## src/rtl/commutation_pkg.sv

```systemverilog
// Shared types for the per-phase commutation scheduler.
// Load codes, sign encoding, scheduler states and segment helpers.
package commutation_pkg;

    typedef enum logic [1:0] {
        NUL = 2'b00,
        LAA = 2'b01,
        LBB = 2'b10,
        LCC = 2'b11
    } load_t;

    typedef enum logic {
        SIGN_NEG = 1'b0,
        SIGN_POS = 1'b1
    } sign_t;

    typedef enum logic [2:0] {
        IDLE,
        LOAD,
        SEG1,
        SEG2,
        SEG3
    } state_t;

    // Segment slot to phase: forward A,B,C; reverse C,B,A.
    function automatic load_t seg_code(input state_t s, input logic rev);
        unique case (s)
            SEG1:    seg_code = rev ? LCC : LAA;
            SEG2:    seg_code = LBB;
            SEG3:    seg_code = rev ? LAA : LCC;
            default: seg_code = NUL;
        endcase
    endfunction

    // First non-empty slot in nz; otherwise the end-of-period target.
    function automatic state_t pick(input logic [2:0] nz, input logic go);
        if (nz[0])      pick = SEG1;
        else if (nz[1]) pick = SEG2;
        else if (nz[2]) pick = SEG3;
        else if (go)    pick = LOAD;
        else            pick = IDLE;
    endfunction

endpackage

```

## src/rtl/sign_filter.sv

```systemverilog
// Current-sign debounce with a freeze input.
// The sign only moves after SIGN_FILT equal samples and while unfrozen.
module sign_filter #(
    parameter int SIGN_FILT = 3
) (
    input  logic clk,
    input  logic rst_n,
    input  logic raw,
    input  logic freeze,
    output logic sign
);
    import commutation_pkg::*;

    logic [SIGN_FILT-1:0] sr;
    sign_t                cand;

    always_ff @(posedge clk or negedge rst_n) begin
        if (!rst_n) begin
            sr   <= '0;
            cand <= SIGN_NEG;
            sign <= 1'b0;
        end else begin
            sr <= {sr[SIGN_FILT-2:0], raw};
            if (&sr)
                cand <= SIGN_POS;
            else if (~|sr)
                cand <= SIGN_NEG;
            if (!freeze)
                sign <= cand;
        end
    end

endmodule

```

## src/rtl/commutation_scheduler.sv

```systemverilog
// Per-output-phase modulation sequencer feeding one commutation FSM.
// Runs A/B/C dwell segments each period, alternating direction.
module commutation_scheduler #(
    parameter int CNT_W     = 16,
    parameter int COMM_CYC  = 4,
    parameter int SIGN_FILT = 3
) (
    input  logic             clk,
    input  logic             rst_n,
    input  logic             en,
    input  logic [CNT_W-1:0] period,
    input  logic [CNT_W-1:0] duty_a,
    input  logic [CNT_W-1:0] duty_b,
    input  logic [CNT_W-1:0] duty_c,
    input  logic             cur_sign_raw,
    output logic [1:0]       desired_load,
    output logic             current_sign,
    output logic             period_start,
    output logic             busy,
    output logic             err
);
    import commutation_pkg::*;

    localparam int TW = $clog2(COMM_CYC + 1);

    state_t                  state, state_n;
    load_t                   dl, dl_n, dl_q;
    logic [2:0][CNT_W-1:0]   len, use_len, ord, fresh;
    logic [CNT_W-1:0]        cnt, cnt_n, res;
    logic [CNT_W+1:0]        sum;
    logic [TW-1:0]           timer;
    logic [2:0]              nz;
    logic                    rev, rev_n, use_rev, have;
    logic                    over, accept, freeze;

    // Candidate shadow: duties in run order, residue on the last non-zero slot.
    always_comb begin
        sum    = {2'b00, duty_a} + {2'b00, duty_b} + {2'b00, duty_c};
        over   = sum > {2'b00, period};
        accept = (period != '0) && !over;
        rev_n  = have ? ~rev : 1'b0;
        ord[0] = rev_n ? duty_c : duty_a;
        ord[1] = duty_b;
        ord[2] = rev_n ? duty_a : duty_c;
        res    = period - sum[CNT_W-1:0];
        fresh  = ord;
        if (ord[2] != '0)
            fresh[2] = ord[2] + res;
        else if (ord[1] != '0)
            fresh[1] = ord[1] + res;
        else
            fresh[0] = ord[0] + res;
    end

    always_comb begin
        state_n = state;
        use_len = len;
        use_rev = rev;
        if (state == LOAD && accept) begin
            use_len = fresh;
            use_rev = rev_n;
        end
        nz = {use_len[2] != '0, use_len[1] != '0, use_len[0] != '0};
        unique case (state)
            IDLE: if (en) state_n = LOAD;
            LOAD: begin
                if (period == '0 || (over && !have))
                    state_n = IDLE;
                else
                    state_n = pick(nz, en);
            end
            SEG1: if (cnt == '0) state_n = pick(nz & 3'b110, en);
            SEG2: if (cnt == '0) state_n = pick(nz & 3'b100, en);
            SEG3: if (cnt == '0) state_n = pick(3'b000, en);
            default: state_n = IDLE;
        endcase

        cnt_n = cnt;
        if (state_n != state) begin
            unique case (state_n)
                SEG1:    cnt_n = use_len[0] - 1'b1;
                SEG2:    cnt_n = use_len[1] - 1'b1;
                SEG3:    cnt_n = use_len[2] - 1'b1;
                default: cnt_n = '0;
            endcase
        end else if (cnt != '0) begin
            cnt_n = cnt - 1'b1;
        end

        dl_n = dl;
        if (state_n == IDLE)
            dl_n = NUL;
        else if (state_n != LOAD)
            dl_n = seg_code(state_n, use_rev);
    end

    always_ff @(posedge clk or negedge rst_n) begin
        if (!rst_n) begin
            state        <= IDLE;
            cnt          <= '0;
            len          <= '0;
            rev          <= 1'b0;
            have         <= 1'b0;
            dl           <= NUL;
            dl_q         <= NUL;
            timer        <= '0;
            period_start <= 1'b0;
            busy         <= 1'b0;
            err          <= 1'b0;
        end else begin
            state        <= state_n;
            cnt          <= cnt_n;
            dl           <= dl_n;
            dl_q         <= dl;
            period_start <= (state == LOAD) && (state_n != IDLE);
            busy         <= state_n != IDLE;
            if (state == LOAD && over)
                err <= 1'b1;
            if (state == LOAD && accept) begin
                len  <= fresh;
                rev  <= rev_n;
                have <= 1'b1;
            end else if (state == IDLE) begin
                have <= 1'b0;
            end
            // Hold the sign through the whole four-step commutation.
            if (dl != dl_q)
                timer <= TW'(COMM_CYC);
            else if (timer != '0)
                timer <= timer - 1'b1;
        end
    end

    assign freeze       = (timer != '0) || (dl != dl_q);
    assign desired_load = dl;

    sign_filter #(
        .SIGN_FILT(SIGN_FILT)
    ) u_sign (
        .clk   (clk),
        .rst_n (rst_n),
        .raw   (cur_sign_raw),
        .freeze(freeze),
        .sign  (current_sign)
    );

endmodule

```

## config.mk

```make
export PLATFORM = sky130hd
export DESIGN_NAME = commutation_scheduler
export DESIGN_NICKNAME = d
export VERILOG_FILES = /design/src/rtl/commutation_pkg.sv /design/src/rtl/sign_filter.sv /design/src/rtl/commutation_scheduler.sv
export SDC_FILE = /design/constraint.sdc
export NUM_CORES = 1
export LEC_CHECK = 0
export BUFFER_PORTS_ARGS = -buffer_cell sky130_fd_sc_hd__clkbuf_2
export CAP_MARGIN = 20
export CORE_MARGIN = 3
export CORE_UTILIZATION = 45
export CTS_CLUSTER_DIAMETER = 80
export DETAILED_ROUTE_END_ITERATION = 7
export GPL_TIMING_DRIVEN = 0
export MAX_ROUTING_LAYER = met4
export PLACE_DENSITY = 0.71
export SYNTH_ARGS = -nofsm -noshare
export SYNTH_HDL_FRONTEND = slang
export SYNTH_SLANG_ARGS = --single-unit
```

## constraint.sdc

```tcl
create_clock -name clk -period 11 [get_ports clk]
set_input_delay 0 -clock clk [delete_from_list [all_inputs] [get_ports clk]]
set_output_delay 0 -clock clk [all_outputs]
set_load 0.01 [all_outputs]
```

==> results by group, run 1 <==
Setup path
  – FF-to-FF setup slack: 3190 ps
  – Critical path required time: 11230 ps
  – Crit path kind: in -> reg
  – Worst r2r src: have
  – Critical path fanouts, max: 7
  – Crit path launch type: input pin
  – CP arrival: 9360 ps
  – Cell mode on critical path: inv_1
  – Critical Path Slowest Stage Cell: xnor2_1
  – RR Endpoint: cnt[14]
  – Largest stage delay on the critical path: 700 ps
  – CP Capture Type: register
  – Worst Reg-to-Reg Cells: 29

Clock network
  – Setup bufs post-CTS: 0
  – Skew-Pair Late Insertion Delay: 350 ps
  – Clk root buf: clkbuf_16
  – CTS H-tree depth: 3
  – CTS tree: done
  – Post-CTS Resized: 0
  – Max Root-Sink Buffers: 2
  – Clock transition at path regs: 60 ps
  – TritonCTS Buffers: 9
  – CTS sink cnt: 84

Timing
  – Setup total negative slack: 0 ps
  – Final hold violations: 0
  – RSZ-0062 raised after global routing: no
  – Final setup fails: 0
  – Clk_skew: 11.5 ps
  – Final worst-path cycle share: 83.0%
  – FMAX: 109 MHz
  – Fin. max-slew vios: 0
  – Final Critical Period: 9130 ps
  – Slew headroom: 35.1%
  – Worst slew pin tran: 966 ps

GRT
  – Largest net degree at the start of global routing: 54
  – GRT met1 Usage: 39.3%
  – GRT Residual Overflow: 0
  – Total track usage: 27.9%
  – Met2 Use GR: 41.7%
  – First-pass GRT wire length: 51800 um
  – Met3 usage: 4.37%
  – Number of global-route vias before repair: 9251
  – GR peak layer: met2
  – Initial antenna violation count: 0

Logic synthesis
  – YS warnings: 0
  – Share of the synthesized area in the top cell type: 21.0%
  – Mapped Cells: 1224
  – Post-synth top cells: nand2_1 (115), ha_1 (95), a21oi_1 (89)
  – Syn Nets: 1408
  – Ys flop type: dfrtp_1
  – Mapped Area: 10000 um^2
  – Sequential-to-total area share from yosys stat: 21.0%
  – Yosys cell types: 90
  – Synth Area per Inst: 8.19 um^2
  – Synth async-reset ratio: 100%
  – Yosys reg bits: 84
  – Top post-synthesis cells by area: dfrtp_1 (21%), ha_1 (12%), a21oi_1 (4.4%)
  – Post-synth EDFFs: 0
  – Cell with the most instances after synthesis: nand2_1
  – Synth area leader: dfrtp_1

Min path
  – Hold worst-path end: len[19]
  – WHS Path Cells: 3
  – HP Start: duty_b[3]
  – Worst Hold Class: in -> reg

Cells and area
  – Area of the multi-input gates: 7390 um^2
  – Area delta synth->final: 10.8%
  – N_diodes: 0
  – Fin util: 51.7%
  – Nets: 1495
  – Fillers: 2047
  – Share of layout cells above drive strength 1: 12.5%
  – Reg area: 2100 um^2

Routing
  – Wire per inst: 20.9 um
  – First drt pass iteration count: 5
  – Vias/cell: 6.20
  – Post-route antenna net violation count: 0
  – Total number of vias: 9859
  – Starting DRT DRC Count: 1218
  – # DRC: 0
  – Final wirelength: 33200 um

Job
  – Max-Cap Viols: 0

Floorplanning
  – Die X: 155 um
  – Io pins: 74
  – Initial core utilization: 46.7%
  – Chip Height: 155 um
  – Die ar.: 24100 um^2
  – Core area: 21500 um^2
  – Row count: 53

Placement
  – DP HPWL: 27200 um
  – Final Wtd Congestion: 0.993
  – I/O Buffers: 73

Status
  – Outcome: complete, no violations
## cells by family after synthesis
kind of cell	share of synthesized area, %
and+or+nand+nor	20.4
AOI/OAI and AO/OA	24.4
muxes	5.50
xor gates and xnor gates	7.34
buffers and inverters	5.28
adders and majority gates	16.0
DFF	21.0
## metal layers
layer	part of all wire (%)	vias up
met5	0	-
li1	-	4684
met3	8.1	65
met1	45	4682
met4	3.0	0
met2	44	428
## critical path, delay by kind of cell
kind / cells / cell delay, ps
mux: 1 / 360
fa+ha+maj: 6 / 2220
simple gates: 6 / 1220
compound gates: 17 / 3730
xor+xnor: 3 / 1110
buf+inv: 7 / 710
## sequential cells by signal, indices dropped and copies added, names as in the netlist
signal,cells
u_sign.cand,1
u_sign.sr,3
dl_q,2
u_sign.sign,1
period_start,1
timer,3
have,1
len,48
rev,1
desired_load,2
err,1
busy,1
state,3
cnt,16
## worst max path at each step
stage          cells past startpoint  slack [ps]      end       from
3_3_place_gp                      40        1880  cnt[10]  duty_a[1]
4_1_cts                           40        2150  cnt[14]  duty_a[1]
5_1_grt                           40        1360  cnt[12]  duty_a[1]
6_report                          40        1870  cnt[14]  duty_a[1]
3_5_place_dp                      40        1840  cnt[14]  duty_a[1]
2_1_floorplan                     40        3800  cnt[10]  duty_a[1]
## timing repair
action | 4_1_cts | 5_1_grt
endpoints found under the hold margin | 32 | 0
hold buffers | 2 | 0
setup endpoints to repair | 0 | 0
## placed cells by master (no fill, tap or decap), types with 23 or more instances in the layout
master    synthesis  layout
a21o_1           32      32
a21oi_1          89      89
clkbuf_1         24      24
clkbuf_2          0      72
dfrtp_1          84      84
ha_1             95      95
inv_1            82      82
mux2_2           31      31
nand2_1         115     115
nand3_1          30      30
nand4_1          23      23
nor2_1           77      77
nor3_1           31      31
nor4_1           31      31
o21ai_0          74      74
xnor2_1          48      48
xor2_1           36      36
## layout make-up
| type | instances | share of cell area [%] |
|---|---|---|
| Buffer | 40 | 1.85 |
| Clock buffer | 10 | 2.15 |
| Clock inverter | 6 | 0.777 |
| Inverter | 85 | 2.92 |
| Multi-Input combinational cell | 1015 | 66.6 |
| Sequential cell | 84 | 18.9 |
| Tap cell | 275 | 3.10 |
| Timing Repair Buffer | 76 | 3.74 |
## per-stage QoR
stage / instances / instance area (um^2) / hold slack [ps] / setup slack, ps
floorplan: 1224 / 10000 / -296 / 3800
global placement: 1572 / 10700 / 109 / 1880
detailed placement: 1573 / 10800 / 8.53 / 1840
CTS: 1591 / 11100 / 87.5 / 2150
global route: 1591 / 11100 / 106 / 1360
finish: 1591 / 11100 / 114 / 1870
Power of run 1 is not shown: default switching activity piles up to over one toggle a cycle in this logic, so the estimate is an artifact.
==> inputs of run 2 (changes only) <==
PLACE_DENSITY = 0.74   (was 0.71)
clock period = 8.1 ns   (was 11 ns; I/O delays follow)
==> run 2 against run 1 <==
Against the previous run:
- sequential share of layout area decreased by 0.86 points
- register-to-register slack got worse by 2400 ps
- sequential cell count unchanged
- worst setup slack got worse by 1600 ps
- global-route usage increased by 0.43 points
- worst hold slack got worse by 7.5 ps
- utilization increased by 2.5 points
- via count increased by 2.5%
- routed wire length increased by 2.4%
- die area unchanged
- non-clock buffer count increased by 19
- critical endpoint is now cnt[10]
==> results by group, run 2 (same netlist as run 1, synthesis figures left out) <==
Placement
  – Final Wtd Congestion: 1.04
  – I/O Buffers: 73
  – DP HPWL: 27000 um

Floorplanning
  – Row count: 53
  – Io pins: 74
  – Initial core utilization: 46.7%
  – Core area: 21500 um^2
  – Die X: 155 um
  – Chip Height: 155 um
  – Die ar.: 24100 um^2

Clock network
  – CTS H-tree depth: 3
  – Clk root buf: clkbuf_16
  – Clock transition at path regs: 60 ps
  – Max Root-Sink Buffers: 2
  – CTS sink cnt: 84
  – TritonCTS Buffers: 9
  – Skew-Pair Late Insertion Delay: 340 ps
  – CTS tree: done

Routing
  – Total number of vias: 10100
  – # DRC: 0
  – WL met1: 14900 um
  – First drt pass iteration count: 6
  – Wire per inst: 21.1 um
  – Met2 WL post-DR: 15400 um
  – Post-route antenna net violation count: 0
  – Top Metal Used: met4
  – Final wirelength: 34000 um
  – Vias/cell: 6.28
  – Wire length on met3: 2970 um
  – Starting DRT DRC Count: 1078

Timing
  – RSZ-0062 raised after global routing: yes
  – Final Critical Period: 7850 ps
  – Final worst-path cycle share: 96.9%
  – FMAX: 127 MHz
  – Slew headroom: 43.2%
  – Clk_skew: 8.85 ps
  – Final setup fails: 0
  – Worst slew pin tran: 846 ps
  – Fin. max-slew vios: 0
  – Final hold violations: 0

Setup path
  – CP Capture Type: register
  – Critical path fanouts, max: 10
  – Crit path kind: in -> reg
  – Largest stage delay on the critical path: 710 ps
  – Crit path launch type: input pin
  – FF-to-FF setup slack: 760 ps
  – RR Endpoint: cnt[10]
  – Critical path required time: 8350 ps
  – Worst Setup SP: duty_a[1]
  – CP arrival: 8100 ps
  – Critical Path Slowest Stage Cell: xnor2_1
  – Worst r2r src: have
  – Worst setup path endpoint: cnt[10]
  – Worst Reg-to-Reg Cells: 29

Cells and area
  – Most flop-heavy register: len
  – Area of the multi-input gates: 7800 um^2
  – Area delta synth->final: 16.1%
  – Nets: 1514
  – Most frequent cells in the layout: nand2_1 (115), ha_1 (88), dfrtp_1 (84), inv_1 (82), a21oi_1 (79)
  – Regs by FF count: len (48), cnt (16)
  – Share of layout cells above drive strength 1: 17.5%
  – Most common cell after layout, fill and taps aside: nand2_1
  – Number of flip-flops under the largest register name: 48
  – Fillers: 1979
  – Fin util: 54.2%
  – Reg area: 2100 um^2

GRT
  – Total track usage: 28.3%
  – Number of global-route vias before repair: 9518
  – GRT Residual Overflow: 0
  – Initial antenna violation count: 1
  – Largest net degree at the start of global routing: 44
  – First-pass GRT wire length: 52400 um

Job
  – Max-Cap Viols: 0

Status
  – Outcome: complete, no violations

Min path
  – Worst Hold Class: in -> reg
[run 2: stage by stage]
step	std cells	instance area (um^2)	TNS, ps	setup slack, ps	hold slack [ps]
CTS	1593	11200	0	17.4	79.2
finish	1610	11600	0	247	107
global route	1610	11600	-1230	-164	135
floorplan	1224	10000	0	899	-296
global placement	1572	10700	-13120	-1070	109
detailed placement	1573	10800	-13970	-1140	67.9
[run 2: worst min-delay path by stage]
stage	start	to	depth (start not counted)
3_3_place_gp	cur_sign_raw	u_sign.sr[0]	1
3_5_place_dp	rst_n	timer[2]	1
2_1_floorplan	rst_n	busy	0
5_1_grt	duty_b[2]	len[18]	3
6_report	duty_b[3]	len[19]	3
4_1_cts	duty_b[3]	len[19]	3
[run 2: layout make-up]
type	count	share of cell area, %
timing repair buffer	97	4.97
clock buffer	13	2.15
sequential	84	18.1
antenna	1	0.0215
tap	275	2.96
clock inverter	2	0.301
inverter	85	2.78
multi-input combinational	1015	67.0
buffer	38	1.74
[run 2: timing repair]
action	in CTS	in global routing
setup buffers	4	17
endpoints found under the hold margin	43	0
hold buffers	2	0
pin swaps	7	26
resized for setup	18	58
setup endpoints to repair	15	15
[run 2: worst max-delay path, delay by kind of cell]
kind	cells	cell delay, ps
AOI/OAI and AO/OA	10	2220
xor gates and xnor gates	4	1320
adders and majority gates	6	2210
buffers and inverters	7	790
muxes	1	170
and+or+nand+nor	7	1380
[run 2: layer usage]
layer  GRT usage (%)  vias up
met5               -        -
li1                -     4724
met4            6.29        0
met1            39.3     4863
met3            4.37       66
met2            43.9      456
Power of run 2 is left out for the same reason.
